$ cat src/rtl/sfp_dis_filter.sv
// sfp_dis_filter: synchronises and debounces the 8 descrambled backplane SFP
// disable lines, keeps sticky per-line change flags with a maskable level IRQ,
// selects the own-slot line as the SFP TX_DISABLE and counts own-slot
// disable assertions in a saturating counter.
// Optional build macro SFP_DIS_FORCE_EN adds force_en/force_val override ports.
module sfp_dis_filter #(
  parameter int unsigned DEBOUNCE_CYCLES = 4,
  parameter int unsigned CNT_W           = 8
) (
  input  logic             clk,
  input  logic             rst_n,
`ifdef SFP_DIS_FORCE_EN
  input  logic             force_en,
  input  logic             force_val,
`endif
  input  logic [7:0]       sfp_dis_lines,
  input  logic [2:0]       bp_slot_addr,
  input  logic [7:0]       irq_mask,
  input  logic [7:0]       flag_clr,
  input  logic             cnt_clr,
  output logic [7:0]       filt_lines,
  output logic [7:0]       chg_flags,
  output logic             irq,
  output logic             sfp_dis_out,
  output logic [CNT_W-1:0] assert_cnt
);

  localparam int unsigned NLINES = 8;
  localparam int unsigned DB_W   = $clog2(DEBOUNCE_CYCLES) + 1;
  localparam logic [DB_W-1:0]  DB_LAST  = DB_W'(DEBOUNCE_CYCLES - 1);
  localparam logic [CNT_W-1:0] CNT_MAX  = {CNT_W{1'b1}};

  logic [7:0]       r_s1;
  logic [7:0]       r_s2;
  logic [7:0]       r_filt;
  logic [DB_W-1:0]  r_db_cnt [NLINES];
  logic [7:0]       r_chg;
  logic             r_irq;
  logic             r_sfp_dis;
  logic             r_own_prev;
  logic [CNT_W-1:0] r_assert_cnt;

  logic [7:0]       w_filt_nxt;
  logic [DB_W-1:0]  w_db_nxt [NLINES];
  logic [7:0]       w_chg_nxt;
  logic             w_own;
  logic             w_own_rise;
  logic             w_sfp_nxt;

  // Per-line debounce: a differing level must persist DEBOUNCE_CYCLES samples
  always_comb begin
    w_filt_nxt = r_filt;
    for (int i = 0; i < int'(NLINES); i++) begin
      w_db_nxt[i] = '0;
      if (r_s2[i] != r_filt[i]) begin
        if (r_db_cnt[i] == DB_LAST) begin
          w_filt_nxt[i] = r_s2[i];
        end else begin
          w_db_nxt[i] = r_db_cnt[i] + DB_W'(1);
        end
      end
    end
  end

  // Flag update (set beats clear), own-slot selection and output override
  always_comb begin
    w_chg_nxt  = (r_chg & ~flag_clr) | (w_filt_nxt ^ r_filt);
    w_own      = r_filt[bp_slot_addr];
    w_own_rise = w_own & ~r_own_prev;
`ifdef SFP_DIS_FORCE_EN
    w_sfp_nxt  = force_en ? force_val : w_own;
`else
    w_sfp_nxt  = w_own;
`endif
  end

  // Two-flop synchroniser, reset to the safe "disabled" level
  always_ff @(posedge clk or negedge rst_n) begin
    if (!rst_n) begin
      r_s1 <= 8'hFF;
      r_s2 <= 8'hFF;
    end else begin
      r_s1 <= sfp_dis_lines;
      r_s2 <= r_s1;
    end
  end

  // Filtered levels and debounce counters
  always_ff @(posedge clk or negedge rst_n) begin
    if (!rst_n) begin
      r_filt <= 8'hFF;
      for (int i = 0; i < int'(NLINES); i++) begin
        r_db_cnt[i] <= '0;
      end
    end else begin
      r_filt <= w_filt_nxt;
      for (int i = 0; i < int'(NLINES); i++) begin
        r_db_cnt[i] <= w_db_nxt[i];
      end
    end
  end

  // Sticky change flags and level IRQ
  always_ff @(posedge clk or negedge rst_n) begin
    if (!rst_n) begin
      r_chg <= '0;
      r_irq <= 1'b0;
    end else begin
      r_chg <= w_chg_nxt;
      r_irq <= |(r_chg & irq_mask);
    end
  end

  // Own-slot TX_DISABLE output and saturating assertion counter (clear wins)
  always_ff @(posedge clk or negedge rst_n) begin
    if (!rst_n) begin
      r_sfp_dis    <= 1'b1;
      r_own_prev   <= 1'b1;
      r_assert_cnt <= '0;
    end else begin
      r_sfp_dis  <= w_sfp_nxt;
      r_own_prev <= w_own;
      if (cnt_clr) begin
        r_assert_cnt <= '0;
      end else if (w_own_rise && (r_assert_cnt != CNT_MAX)) begin
        r_assert_cnt <= r_assert_cnt + CNT_W'(1);
      end
    end
  end

  assign filt_lines  = r_filt;
  assign chg_flags   = r_chg;
  assign irq         = r_irq;
  assign sfp_dis_out = r_sfp_dis;
  assign assert_cnt  = r_assert_cnt;

endmodule

$ cat config.mk
export PLATFORM = sky130hd
export DESIGN_NAME = sfp_dis_filter
export DESIGN_NICKNAME = d
export VERILOG_FILES = /design/src/rtl/sfp_dis_filter.sv
export SDC_FILE = /design/constraint.sdc
export NUM_CORES = 1
export LEC_CHECK = 0
export CORE_ASPECT_RATIO = 0.9
export CORE_MARGIN = 1.5
export CORE_UTILIZATION = 35
export CTS_CLUSTER_SIZE = 14
export DETAILED_ROUTE_END_ITERATION = 16
export PLACE_DENSITY = 0.6
export SKIP_LAST_GASP = 1
export SLEW_MARGIN = 20
export SYNTH_ARGS = -nofsm -noshare
export SYNTH_HDL_FRONTEND = slang
export SYNTH_SLANG_ARGS = --single-unit
$ cat constraint.sdc
create_clock -name clk -period 1.9 [get_ports clk]
set_input_delay 0.19 -clock clk [delete_from_list [all_inputs] [get_ports clk]]
set_output_delay 0.19 -clock clk [all_outputs]
set_load 0.05 [all_outputs]
[Word level (Yosys, flattened, before mapping)]
Index checks and enable logic that the tools add are counted.
Operators by class
  add/sub/neg operators: 9
  multipliers: 0
  div/mod/pow operators: 0
  $lt $le $gt $ge: 1
  equality and inequality tests: 17
  shift operators: 0
  multiplexer cells: 36
  bitwise gates (word level): 7
  reduce and logical (&&, ||, !) cells: 3
Operators with widths (count)
  2-to-1 mux 3 bit: 16
  adder 3 x 1 -> 3 bit, second input constant: 8
  == test 3 x 2 -> 1 bit, second input constant: 8
  2-to-1 mux 1 bit: 17
  AND 8 bit: 2
  2-to-1 mux 8 bit: 2
  adder 8 x 1 -> 8 bit, second input constant: 1
  != test 1 bit: 8
  != test 8 bit, second input constant: 1
  inverter 8 bit: 1
  bitwise OR 8 bit: 1
  OR reduction 8 bit: 1
  bitwise XOR 8 bit: 1
  less-than comparator 3 x 4 -> 1 bit, second input constant: 1
  binary-select mux 1 bit (select 3 bit): 1
  nonzero test 2 bit: 1
  AND 1 bit: 1
  logical AND 1 bit: 1
  inverter 1 bit: 1
Word-level totals
  register bits: 66
  bits in latches: 0
  memory bits (writable): 0
  memory bits (read-only): 0
  memories: 0

[Depth between registers and ports, before layout]
  depth in word-level cells: 6
  mapped depth: 5
  mapped depth without buffers: 5

[Worst setup path after synthesis]
Ideal clock, no wire load.
  path kind: reg2reg
  from: reg r_assert_cnt[0] (netlist: assert_cnt[0])
  to: reg r_assert_cnt[7] (netlist: assert_cnt[7])
  library setup time: 0.078 ns
  data arrival time: 1.863 ns
  slack: -0.041 ns
  cell stages (with the launch flop): 6
  path buffers: 0
  period minus slack after synthesis: 1.941 ns
  cell sequence: dfrtp_1 ha_1 nand3_1 or4b_1 or3_1 a21oi_1
Between the ends
  cells in the longest elaborated chain, start to end: 3
  elaborated cells between the ends (all ways): 6
  classes of those cells: add/sub (1); eq/ne (1); mux (2); reduce/logical (2)
Ends and longest elaborated chain
  from (decl): RTL line 41  | logic [CNT_W-1:0] r_assert_cnt;
  from (signal assigned): RTL line 126  | r_assert_cnt <= r_assert_cnt + CNT_W'(1);
  adder 8 x 1 -> 8 bit / != test 8 bit (equally long branches): RTL line 126, 125
  2-to-1 mux 8 bit / logical AND 1 bit (equally long branches): RTL line 125  | end else if (w_own_rise && (r_assert_cnt != CNT_MAX)) begin
  2-to-1 mux 8 bit / nonzero test 2 bit (equally long branches)
Several ways; a longest one is shown, not always the timed one. The select of a mux whose other input is x is not followed.
A chain may end at the register's enable or synchronous reset.

[Worst setup path in the final report]
  from: reg r_assert_cnt[2] (netlist: assert_cnt[2])
  to: out assert_cnt[2]
RTL lines
  to (decl): RTL line 25  | output logic [CNT_W-1:0] assert_cnt
No word-level cell between the ends.

==> results.yml <==
run_status:
  outcome: "finished, final reports clean"
worst_setup_path:
  cp.required_ps: 1710
  critPathLaunchType: "flop"
  cp_slowest_cell: "clkdlybuf4s50_1"
  slowest_delay_ps: 840
  cp_data_arrival_time_ps: 1650
  worst-path-buf-inv: 1
  rr_endpoint: "assert_cnt[7]"
  timing.critical_path.fanout_max: 7
  rr_startpoint: "assert_cnt[0]"
  end_kind: "output pin"
  crit_chain: "clkdlybuf4s50_1"
  crit_family: "buffers and inverters"
  reg2reg_slack_ps: 120
  r2r_cells: 5
  crit_type: "flop to output pin"
floorplanning:
  core_mm2: 0.00751
  die_y_um: 86.3
  die_x_um: 95.5
  ios: 56
  rows: 30
  dieArea_mm2: 0.00824
  start_util_pct: 35.9
global_routing:
  grt_pass1_wl_um: 8020
  grt.total_usage_pct: 13.2
  grt_max_degree: 67
  grt_pass1_vias: 1688
  antenna_found_initial: 0
  grt_overflow: 0
logic_synthesis:
  synth_edf_count: 0
  yosys-top-cells-count: "41 x dfrtp_1, 25 x dfstp_2, 11 x inv_1, 11 x nor2_1"
  synth-xor-area-share_pct: 4.22
  synth_compound_area_share_pct: 5.24
  synth.largest_area_cell: "dfrtp_1"
  synth_cell_types: 31
  yosysTopAreaCellShare_pct: 38.0
  muxShareOfSynthArea_pct: 8.07
  synthArstFlopShare_pct: 100
  ys_ff_latch: 66
  postSynthAreaPerCell_um2: 13.4
  synth_area_leaders: "dfrtp_1 38%, dfstp_2 24%, ha_1 4.2%"
  synth_top_family_by_area: "simple AND/OR/NAND/NOR gates"
  yosys.area_share.simple_pct: 13.8
  netlist_area_mm2: 0.00270
  synthMostInstantiatedCell: "dfrtp_1"
  ys_dominant_reg_cell: "dfrtp_1"
  synth-seq-area-share_pct: 62.4
  yosys_warnings: 0
  synthCells: 201
  yosys.area_share.adder_pct: 4.17
  syn-num-nets: 240
clock_network:
  htree_levels: 3
  clock_latency_ps: 340
  cts_setup_buffers: 0
  cts_tree: "yes"
  clk_pin_slew_worst_paths_ps: 70
  clock_sinks: 66
  root_buffer: "clkbuf_8"
  numCtsBuffers: 9
  clock_path_buffers: 2
routing:
  highest_layer: "met4"
  wl_met1_um: 2240
  drt-vias-per-instance: 4.56
  wl_met2_um: 2360
  vias: 1722
  drtAntennaViolNets: 0
  wl_per_cell_um: 13.1
  drc: 0
  initialDrtViolationCount: 45
  wirelength_um: 4940
  wl_met3_um: 283
  dr.pass1.iters: 4
worst_hold_path:
  hold_path_end: "r_s1[5]"
  hold_class: "input port to flop"
  hp-start: "sfp_dis_lines[5]"
  hold_depth: 1
place:
  dpl_cell_area_mm2: 0.00342
  dp_hpwl_um: 3550
  io_buffers: 55
  place_ws_ps: -226
  place_inst: 361
  gp_congestion: 0.748
flow_run:
  drv_cap: 0
timing:
  setup_viol: 0
  period_minus_slack_ps: 1840
  worstMarginPinSlew_ps: 497
  worst_slack_ps: 61.7
  rsz0062_at_grt: "false"
  finalClockSkew_ps: 11.4
  fin_crit_sh_pct: 96.8
  whs_ps: 258
  slew_viol_final: 0
  max_freq_mhz: 544
  slew_headroom_pct: 66.7
  hold_viol_final: 0
power_and_ir_drop:
  total_power_uw: 5030
  pwr_density_cell_mw_per_mm2: 1400
  power_leakage_uw: 0.00157
  ir_drop_v: 0.000462
final_layout:
  syn_to_final_growth_pct: 33.8
  stdcell_area_mm2: 0.00361
  nets: 316
  layout.cells.non_filler: 378
  diodes: 0
  drive_gt1_share_pct: 28.7
cell families (layout without fill, tap and decap cells):
group	count (synthesis)	in the layout
AOI/OAI and AO/OA	21	21
buffers and inverters	13	94
adders and majority gates	9	9
muxes	15	15
DFF	66	66
and+or+nand+nor	64	64
xor gates and xnor gates	13	13
cells in the final DEF, fill, tap and decap left out, types with 8 or more instances in the layout:
cell,synthesis,final
mux2_2,10,10
ha_1,9,9
o22ai_1,8,8
buf_4,0,19
nor3b_1,9,9
nor2_1,11,11
xnor2_1,8,8
clkdlybuf4s50_1,0,45
dfrtp_1,41,38
dfstp_2,25,25
inv_1,11,11
nand2b_1,10,10
clkbuf_8,0,11
worst max-delay path by stage:
stage	endpoint	depth (start not counted)	from	slack (ps)
3_3_place_gp	assert_cnt[4]	5	bp_slot_addr[2]	-190
5_1_grt	assert_cnt[2]	1	assert_cnt[2]	5
6_report	assert_cnt[2]	1	assert_cnt[2]	60
3_5_place_dp	assert_cnt[5]	5	bp_slot_addr[2]	-230
2_1_floorplan	assert_cnt[7]	4	assert_cnt[4]	3
4_1_cts	assert_cnt[2]	1	assert_cnt[2]	40
routing by layer:
layer | vias up | GRT usage [%]
met4 | 0 | 7.35
met3 | 6 | 4.56
met5 | - | 0
met2 | 39 | 19.8
met1 | 828 | 16.5
li1 | 849 | -
final cells by class:
type | count | area, µm²
clock buffer | 13 | 159
clock inverter | 3 | 15.0
fill | 698 | 3900
inverter | 11 | 41.3
multi-input combinational | 122 | 958
sequential | 66 | 1690
tap | 96 | 120
timing repair buffer | 67 | 628
power by group:
group / switching, µW / internal, µW / leakage, µW / total, µW
Clock: 489 / 539 / 0.0000932 / 1030
Sequential: 214 / 1810 / 0.000810 / 2020
Combinational: 1170 / 816 / 0.000662 / 1980
Total: 1870 / 3160 / 0.00157 / 5030
sequential cells by signal, summed over array words and instances, names as in the netlist:
name / flops
r_own_prev: 1
chg_flags: 8
filt_lines: 8
r_s1: 8
irq: 1
r_db_cnt: 24
assert_cnt: 8
r_s2: 8
stage by stage:
step	TNS (ps)	utilization [%]
after global placement	-1380	45.6
after global routing	0	48.1
after CTS	0	48.1
final	0	48.1
after detailed placement	-1670	45.6
after floorplan	0	-
repair_timing:
item                                   4_1_cts  5_1_grt
endpoints found under the hold margin       41        0
gates resized for setup                      0        0
hold buffers                                 1        0
Power figures use the tool's default switching activity.
